===== src/rtl/key_event_pkg.sv =====
// Shared constants and types for the key event scheduler.
package key_event_pkg;

   localparam int unsigned KEY_NUM = 4;
   localparam int unsigned EV_W    = 4;

   localparam logic [1:0] EV_PRESS   = 2'b00;
   localparam logic [1:0] EV_LONG    = 2'b01;
   localparam logic [1:0] EV_REPEAT  = 2'b10;
   localparam logic [1:0] EV_RELEASE = 2'b11;

   typedef enum logic [1:0] {
      StIdle,
      StHeld,
      StLong
   } key_state_e;

   function automatic logic [EV_W-1:0] ev_pack(logic [1:0] key_id, logic [1:0] ev_type);
      return {key_id, ev_type};
   endfunction

endpackage


===== src/rtl/key_event_if.sv =====
// Valid/ready event stream between the key scheduler and its consumer.
interface key_event_if
   import key_event_pkg::*;
();
   logic            ev_valid;
   logic [EV_W-1:0] ev_data;
   logic            ev_ready;

   modport master (output ev_valid, output ev_data, input ev_ready);
   modport slave  (input ev_valid, input ev_data, output ev_ready);
endinterface


===== src/rtl/key_event_fifo.sv =====
// Generic first-word-fall-through FIFO; dout reads zero while empty.
module key_event_fifo #(
   parameter int unsigned WIDTH = 4,
   parameter int unsigned DEPTH = 4
) (
   input  logic             clk,
   input  logic             rst_n,
   input  logic             push,
   input  logic [WIDTH-1:0] din,
   output logic             full,
   input  logic             pop,
   output logic [WIDTH-1:0] dout,
   output logic             empty
);
   localparam int unsigned PW = (DEPTH > 1) ? $clog2(DEPTH) : 1;

   logic [PW-1:0]    wr_q, rd_q;
   logic [PW:0]      cnt_q;
   logic [WIDTH-1:0] mem_q [DEPTH];
   logic             do_push, do_pop;

   assign empty   = (cnt_q == '0);
   assign full    = (cnt_q == (PW+1)'(DEPTH));
   assign do_pop  = pop & ~empty;
   // A full FIFO still takes a push when the head leaves in the same cycle.
   assign do_push = push & (~full | do_pop);
   assign dout    = empty ? '0 : mem_q[rd_q];

   always_ff @(posedge clk or negedge rst_n) begin
      if (!rst_n) begin
         wr_q  <= '0;
         rd_q  <= '0;
         cnt_q <= '0;
      end else begin
         if (do_push) wr_q <= wr_q + PW'(1);
         if (do_pop)  rd_q <= rd_q + PW'(1);
         case ({do_push, do_pop})
            2'b10:   cnt_q <= cnt_q + (PW+1)'(1);
            2'b01:   cnt_q <= cnt_q - (PW+1)'(1);
            default: cnt_q <= cnt_q;
         endcase
      end
   end

   always_ff @(posedge clk) begin
      if (do_push) mem_q[wr_q] <= din;
   end

endmodule


===== src/rtl/key_event_ctrl.sv =====
// Turns four debounced active-low keys into PRESS/LONG/REPEAT/RELEASE events,
// arbitrates them by key index and queues them for a valid/ready consumer.
module key_event_ctrl
   import key_event_pkg::*;
#(
   parameter int unsigned TICK_DIV   = 25000,
   parameter int unsigned LONG_MS    = 1000,
   parameter int unsigned REP_MS     = 200,
   parameter bit          REPEAT_EN  = 1'b1,
   parameter int unsigned FIFO_DEPTH = 4
) (
   input  logic               clk,
   input  logic               rst_n,
   input  logic [KEY_NUM-1:0] btn_db,
   key_event_if.master        ev,
   output logic               overflow,
   input  logic               ovf_clr
);
   localparam int unsigned PSW = (TICK_DIV > 1) ? $clog2(TICK_DIV) : 1;

   logic [PSW-1:0]     presc_q;
   logic               tick;
   logic [KEY_NUM-1:0] btn_prev_q;
   logic               arm_q;
   logic [KEY_NUM-1:0] emit;
   logic [1:0]         emit_t [KEY_NUM];
   logic [KEY_NUM-1:0] pend_v_q;
   logic [1:0]         pend_t_q [KEY_NUM];
   logic [KEY_NUM-1:0] grant;
   logic               push, fifo_full, fifo_empty, fifo_pop, can_push, drop;
   logic [EV_W-1:0]    push_data;
   logic               overflow_q;

   assign tick = (presc_q == PSW'(TICK_DIV - 1));

   // arm_q masks the first cycle after reset so keys held through reset give no PRESS.
   always_ff @(posedge clk or negedge rst_n) begin
      if (!rst_n) begin
         presc_q    <= '0;
         btn_prev_q <= '1;
         arm_q      <= 1'b0;
      end else begin
         presc_q    <= tick ? '0 : presc_q + PSW'(1);
         btn_prev_q <= btn_db;
         arm_q      <= 1'b1;
      end
   end

   for (genvar k = 0; k < KEY_NUM; k++) begin : g_key
      key_state_e  state_q, state_d;
      logic [10:0] hcnt_q, hcnt_d, hcnt_inc;
      logic        press, fire;
      logic [1:0]  fire_t;

      assign press    = arm_q & btn_prev_q[k] & ~btn_db[k];
      assign hcnt_inc = hcnt_q + 11'd1;

      always_ff @(posedge clk or negedge rst_n) begin
         if (!rst_n) begin
            state_q <= StIdle;
            hcnt_q  <= '0;
         end else begin
            state_q <= state_d;
            hcnt_q  <= hcnt_d;
         end
      end

      always_comb begin
         state_d = state_q;
         hcnt_d  = hcnt_q;
         case (state_q)
            StIdle: begin
               if (press) begin
                  state_d = StHeld;
                  hcnt_d  = '0;
               end
            end
            StHeld: begin
               if (btn_db[k]) begin
                  state_d = StIdle;
               end else if (tick) begin
                  if (hcnt_inc == 11'(LONG_MS)) begin
                     state_d = StLong;
                     hcnt_d  = '0;
                  end else begin
                     hcnt_d = hcnt_inc;
                  end
               end
            end
            StLong: begin
               if (btn_db[k]) begin
                  state_d = StIdle;
               end else if (tick && REPEAT_EN) begin
                  hcnt_d = (hcnt_inc == 11'(REP_MS)) ? '0 : hcnt_inc;
               end
            end
            default: state_d = StIdle;
         endcase
      end

      // Release is checked first so it wins over LONG/REPEAT in the same cycle.
      always_comb begin
         fire   = 1'b0;
         fire_t = EV_PRESS;
         case (state_q)
            StIdle: fire = press;
            StHeld: begin
               if (btn_db[k]) begin
                  fire   = 1'b1;
                  fire_t = EV_RELEASE;
               end else if (tick && hcnt_inc == 11'(LONG_MS)) begin
                  fire   = 1'b1;
                  fire_t = EV_LONG;
               end
            end
            StLong: begin
               if (btn_db[k]) begin
                  fire   = 1'b1;
                  fire_t = EV_RELEASE;
               end else if (tick && REPEAT_EN && hcnt_inc == 11'(REP_MS)) begin
                  fire   = 1'b1;
                  fire_t = EV_REPEAT;
               end
            end
            default: fire = 1'b0;
         endcase
      end

      assign emit[k]   = fire;
      assign emit_t[k] = fire_t;
   end

   assign fifo_pop = ev.ev_valid & ev.ev_ready;
   assign can_push = ~fifo_full | fifo_pop;

   always_comb begin
      logic found;
      found     = 1'b0;
      grant     = '0;
      push_data = '0;
      for (int k = 0; k < KEY_NUM; k++) begin
         if (can_push && pend_v_q[k] && !found) begin
            found     = 1'b1;
            grant[k]  = 1'b1;
            push_data = ev_pack(2'(k), pend_t_q[k]);
         end
      end
   end

   assign push = |grant;
   // A slot is free for a new event if empty or being drained this cycle.
   assign drop = |(emit & pend_v_q & ~grant);

   always_ff @(posedge clk or negedge rst_n) begin
      if (!rst_n) begin
         pend_v_q   <= '0;
         overflow_q <= 1'b0;
         for (int k = 0; k < KEY_NUM; k++) pend_t_q[k] <= '0;
      end else begin
         for (int k = 0; k < KEY_NUM; k++) begin
            if (emit[k]) begin
               if (!pend_v_q[k] || grant[k]) begin
                  pend_v_q[k] <= 1'b1;
                  pend_t_q[k] <= emit_t[k];
               end
            end else if (grant[k]) begin
               pend_v_q[k] <= 1'b0;
            end
         end
         if (drop)         overflow_q <= 1'b1;
         else if (ovf_clr) overflow_q <= 1'b0;
      end
   end

   assign overflow   = overflow_q;
   assign ev.ev_valid = ~fifo_empty;

   key_event_fifo #(
      .WIDTH (EV_W),
      .DEPTH (FIFO_DEPTH)
   ) u_fifo (
      .clk   (clk),
      .rst_n (rst_n),
      .push  (push),
      .din   (push_data),
      .full  (fifo_full),
      .pop   (fifo_pop),
      .dout  (ev.ev_data),
      .empty (fifo_empty)
   );

endmodule


===== src/flat_wrapper.sv =====
// flat-port wrapper written by rule: the top's interface ports become plain ports
module key_event_ctrl_flat import key_event_pkg::*;
#(
   parameter int unsigned TICK_DIV   = 25000,
   parameter int unsigned LONG_MS    = 1000,
   parameter int unsigned REP_MS     = 200,
   parameter bit          REPEAT_EN  = 1'b1,
   parameter int unsigned FIFO_DEPTH = 4
)
  (clk, rst_n, btn_db, overflow, ovf_clr, ev_ev_valid, ev_ev_data, ev_ev_ready);
  key_event_if ev_i ();
  input  logic clk;
  input  logic rst_n;
  input  logic [KEY_NUM-1:0] btn_db;
  output logic overflow;
  input  logic ovf_clr;
  output wire logic [$bits(ev_i.ev_valid)-1:0] ev_ev_valid;
  output wire logic [$bits(ev_i.ev_data)-1:0] ev_ev_data;
  input wire logic [$bits(ev_i.ev_ready)-1:0] ev_ev_ready;
  assign ev_ev_valid = ev_i.ev_valid;
  assign ev_ev_data = ev_i.ev_data;
  assign ev_i.ev_ready = ev_ev_ready;
  key_event_ctrl #(.TICK_DIV(TICK_DIV), .LONG_MS(LONG_MS), .REP_MS(REP_MS), .REPEAT_EN(REPEAT_EN), .FIFO_DEPTH(FIFO_DEPTH)) u_core (.clk(clk), .rst_n(rst_n), .btn_db(btn_db), .ev(ev_i), .overflow(overflow), .ovf_clr(ovf_clr));
endmodule

===== config.mk =====
export PLATFORM = sky130hd
export DESIGN_NAME = key_event_ctrl_flat
export DESIGN_NICKNAME = d
export VERILOG_FILES = /design/src/rtl/key_event_pkg.sv /design/src/rtl/key_event_if.sv /design/src/rtl/key_event_fifo.sv /design/src/rtl/key_event_ctrl.sv /design/src/flat_wrapper.sv
export SDC_FILE = /design/constraint.sdc
export NUM_CORES = 1
export LEC_CHECK = 0
export CAP_MARGIN = 10
export CORE_UTILIZATION = 30
export CTS_BUF_LIST = sky130_fd_sc_hd__clkbuf_2 sky130_fd_sc_hd__clkbuf_4 sky130_fd_sc_hd__clkbuf_8
export DETAILED_ROUTE_END_ITERATION = 16
export PLACE_DENSITY_LB_ADDON = 0.08
export SYNTH_ARGS = -nofsm -noshare
export SYNTH_HDL_FRONTEND = slang
export SYNTH_SLANG_ARGS = --single-unit

===== constraint.sdc =====
create_clock -name clk -period 3.2 [get_ports clk]
set_input_delay 0.64 -clock clk [delete_from_list [all_inputs] [get_ports clk]]
set_output_delay 0.64 -clock clk [all_outputs]
set_load 0.01 [all_outputs]

==> metrics.md, run 1 <==
| Metric | Value |
|---|---|
| Syn_area_per_cell | between 9 and 10 um^2 |
| Number of global-route vias before repair | ~5200 |
| Resized cells post-CTS | 0 |
| Critical Path Most Common Cell | or4_4 |
| Adder-Cell Fraction of Synth Area | 0.0515 |
| Most frequent cells in the layout | dfrtp_1, nand2_1, nor2_1 |
| Cells after synthesis | 726 |
| PD cells | 580 mW/mm^2 |
| RSZ-0062 raised after global routing | no |
| Main flop type after synthesis | dfrtp_1 |
| Setup TNS | 0 ns |
| Syn nets | 761 |
| Number of synthesized flops with an enable pin | 16 |
| Post-Route WL | between 15 and 20 mm |
| Starting density of the core | 0.306 |
| Fin. max-slew vios | 0 |
| Final-report hold violation count | 0 |
| Util after Layout | 0.339 |
| Yosys reg bits | between 100 and 150 |
| Total of max-cap violations | 0 |
| CP cell instances | or4_4 > or4_4 > a2111oi_4 > o21ai_2 > a221o_1 > nor2_2 > mux2_1 |
| R2R depth | 7 |
| Setup-failing EPs final | 0 |
| Simple-gate area share of the yosys netlist | 0.218 |
| Via-per-instance ratio | 5.25 |
| Leak | between 3 and 4 nW |
| Final worst slack | 0.200 ns |
| Worst path buffer plus inverter count | 0 |
| CP max stage delay | 0.58 ns |
| CP Depth | 7 |
| DR pass1 iterations | 4 |
| Period minus WS final | 3.00 ns |
| Core area | about 0.022 mm^2 |
| Synth Area in Compound Gates | 0.210 |
| Layout Nets | slightly below 800 |
| Area Growth Syn to Fin | 10.7% |
| Slew @ Worst Pin | 0.666 ns |
| Post-CTS setup buffers | 0 |
| Total power | ~4.3 mW |
| CTS buffer count | 9 |
| Die Wd | 151 um |
| Critical path's top delay family | simple AND/OR/NAND/NOR gates |
| CTS Root Cell | clkbuf_8 |
| Clk_skew | 0.0194 ns |
| Remaining Overflow, GRT | 0 |
| Worst vdd ir | 0.211 mV |
| Largest net degree at the start of global routing | 43 |
| Vias after detailed routing | 5414 |
| Critical path type | flip-flop to flip-flop |
| Startpoint Class | flip-flop |
| Post-DR wirelength/cell | 15.3 um |
| CTS sink cnt | between 100 and 150 |
| Layout cell share with drive strength beyond 1 | 0.0999 |
| Arrival time at the worst endpoint | 3.28 ns |
| Asr flop ratio synth | 0.852 |
| Min-Delay Path Class | input pin to async pin |
| Total track usage | 0.149 |
| # DRC | 0 |
| H-tree Lvls | 3 |
| Critical Path Sink Type | flip-flop |
| Largest family of logic cells by synthesized area | simple AND/OR/NAND/NOR gates |
| Max_slew headroom | 0.556 |
| TritonCTS clock tree | done |
| Commonest non-fill, non-tap cell in the layout | dfrtp_1 |
| Max FO, Critical Path | 5 |
| Post-synthesis mux area share | 0.0377 |
| Routed Antenna Nets | 0 |
| Count of cell types in the netlist | between 70 and 80 |
| # rows | 54 |
| Xor/xnor share of the synthesized area | 0.0327 |
| Hold buffers post-CTS | 0 |
| Worst-path clk slew | 0.12 ns |
| Highest clock rate | about 330 MHz |
| Initial DRC Count | 263 |
| Slowest cell on the critical path | or4_4 |
| Sequential share of the synthesized area | 0.416 |
| Hold WS | approximately 0.24 ns |
| Critical Path RT | 3.48 ns |
| Post-DP HPWL | ~12 mm |
| Period utilisation layout | 0.938 |
| Chip Height | 151 um |
| Syn Std Cell Area | approximately 0.0067 mm^2 |
| Setup WS pre-CTS | 0.238 ns |
| Ys Warns | 0 |
| Die area | 0.0229 mm^2 |
| Initial antenna violation count | 0 |
| Clk Latency, worst-skew pair | 0.40 ns |
| Port bufs | 13 |
| Status | completed |
| Max clock buf depth | 2 |
| Placer congestion estimate | 0.792 |
| First-pass GRT wire length | 26.8 mm |
| Top Ports | 14 |
| Ant. Diodes | 0 |
==> worst register-to-register path, cell delays in order, from the launching register on <==
cell and delay, ns:
dfrtp_1 0.45, or4_4 0.54, or4_4 0.58, a2111oi_4 0.42, o21ai_2 0.12, a221o_1 0.34
nor2_2 0.12, mux2_1 0.32
==> final timing paths <==
kind                                             end  slack [ns]                    from
setup / recovery                  u_core.pend_t_q[7]        0.20       u_core.presc_q[6]
hold / removal             u_core.g_key[0].hcnt_q[7]        0.24                   rst_n
setup reg to reg                  u_core.pend_t_q[7]        0.20       u_core.presc_q[6]
hold reg to reg               u_core.u_fifo.cnt_q[2]        0.49  u_core.u_fifo.cnt_q[2]
max in group asynchronous       u_core.btn_prev_q[0]        2.19                   rst_n
min in group clk              u_core.u_fifo.cnt_q[2]        0.49  u_core.u_fifo.cnt_q[2]
==> area by class of cell <==
class,count,area (um^2)
timing repair buffer,34,285
inverter,31,116
clock buffer,10,131
fill,2258,14500
sequential,108,2790
tap,280,350
multi-input combinational,562,3700
clock inverter,6,45.0
==> report_power, final <==
part	total (mW)	leakage (nW)	internal, mW	switching (mW)
clock network	0.823	0.0953	0.302	0.521
registers	1.93	1.37	1.71	0.222
logic	1.55	1.57	0.685	0.865
==> sequential cells by signal (all words and copies together), names as in the netlist <==
signal / flops
u_core.g_key.state_q: 8
u_core.pend_t_q: 8
u_core.presc_q: 15
u_core.arm_q: 1
u_core.u_fifo.cnt_q: 3
u_core.u_fifo.mem_q: 16
u_core.pend_v_q: 4
u_core.g_key.hcnt_q: 44
u_core.overflow: 1
u_core.btn_prev_q: 4
u_core.u_fifo.wr_q: 2
u_core.u_fifo.rd_q: 2
==> layer usage <==
metal,routed length (um),GRT usage,part of all wire
met5,0,0,0
met4,151,0.0405,0.0095
met3,431,0.0335,0.027
met2,7330,0.236,0.46
met1,7910,0.202,0.50
==> synth_stat cells, types with 5 or more instances <==
cell | n | area, um^2
dfrtp_1 | 88 | 2200
nand2_1 | 71 | 267
nor2_1 | 63 | 236
o21ai_0 | 56 | 280
nand3_1 | 36 | 180
inv_1 | 31 | 116
a21oi_1 | 28 | 140
ha_1 | 26 | 325
clkbuf_1 | 23 | 86.3
and2_1 | 19 | 119
edfxtp_1 | 16 | 480
a21o_1 | 14 | 105
nor3_1 | 14 | 70.1
xor2_1 | 14 | 123
and3_1 | 13 | 81.3
a211oi_1 | 11 | 82.6
nand4_1 | 11 | 68.8
xnor2_1 | 11 | 96.3
a22o_1 | 9 | 78.8
mux2_2 | 8 | 90.1
nor2b_1 | 8 | 50.1
nor4_1 | 8 | 50.1
or3_1 | 8 | 50.1
or4_1 | 8 | 60.1
a31oi_1 | 7 | 43.8
nand2b_1 | 6 | 37.5
o21a_1 | 6 | 45.0
o22ai_1 | 6 | 37.5
o31ai_1 | 6 | 45.0
mux2i_1 | 5 | 50.1
o211ai_1 | 5 | 37.5
o21bai_1 | 5 | 37.5
o41ai_1 | 5 | 43.8
or2_2 | 5 | 31.3
==> kinds of logic after synthesis <==
| logic type | count (synthesis) |
|---|---|
| simple gates | 288 |
| compound gates | 202 |
| flops | 108 |
| buf+inv | 56 |
| fa+ha+maj | 27 |
| xor+xnor | 25 |
| mux | 19 |
| other cells | 1 |
==> metrics by stage <==
stage	cells	area [um^2]
finish	1031	7420
global route	1031	7420
CTS	1031	7420
detailed placement	1015	7240
global placement	1015	7240
floorplan	726	6700
Note: power is estimated with default switching activity, not from simulation.
==> inputs of run 2 (changes only) <==
--- a/config.mk
+++ b/config.mk
@@ -9,6 +9,7 @@
 export CORE_UTILIZATION = 30
 export CTS_BUF_LIST = sky130_fd_sc_hd__clkbuf_2 sky130_fd_sc_hd__clkbuf_4 sky130_fd_sc_hd__clkbuf_8
 export DETAILED_ROUTE_END_ITERATION = 16
+export GPL_ROUTABILITY_DRIVEN = 0
 export PLACE_DENSITY_LB_ADDON = 0.08
 export SYNTH_ARGS = -nofsm -noshare
 export SYNTH_HDL_FRONTEND = slang
==> results of run 2 <==
Same layout as run 1: the final DEF is identical, and so are final timing and power.
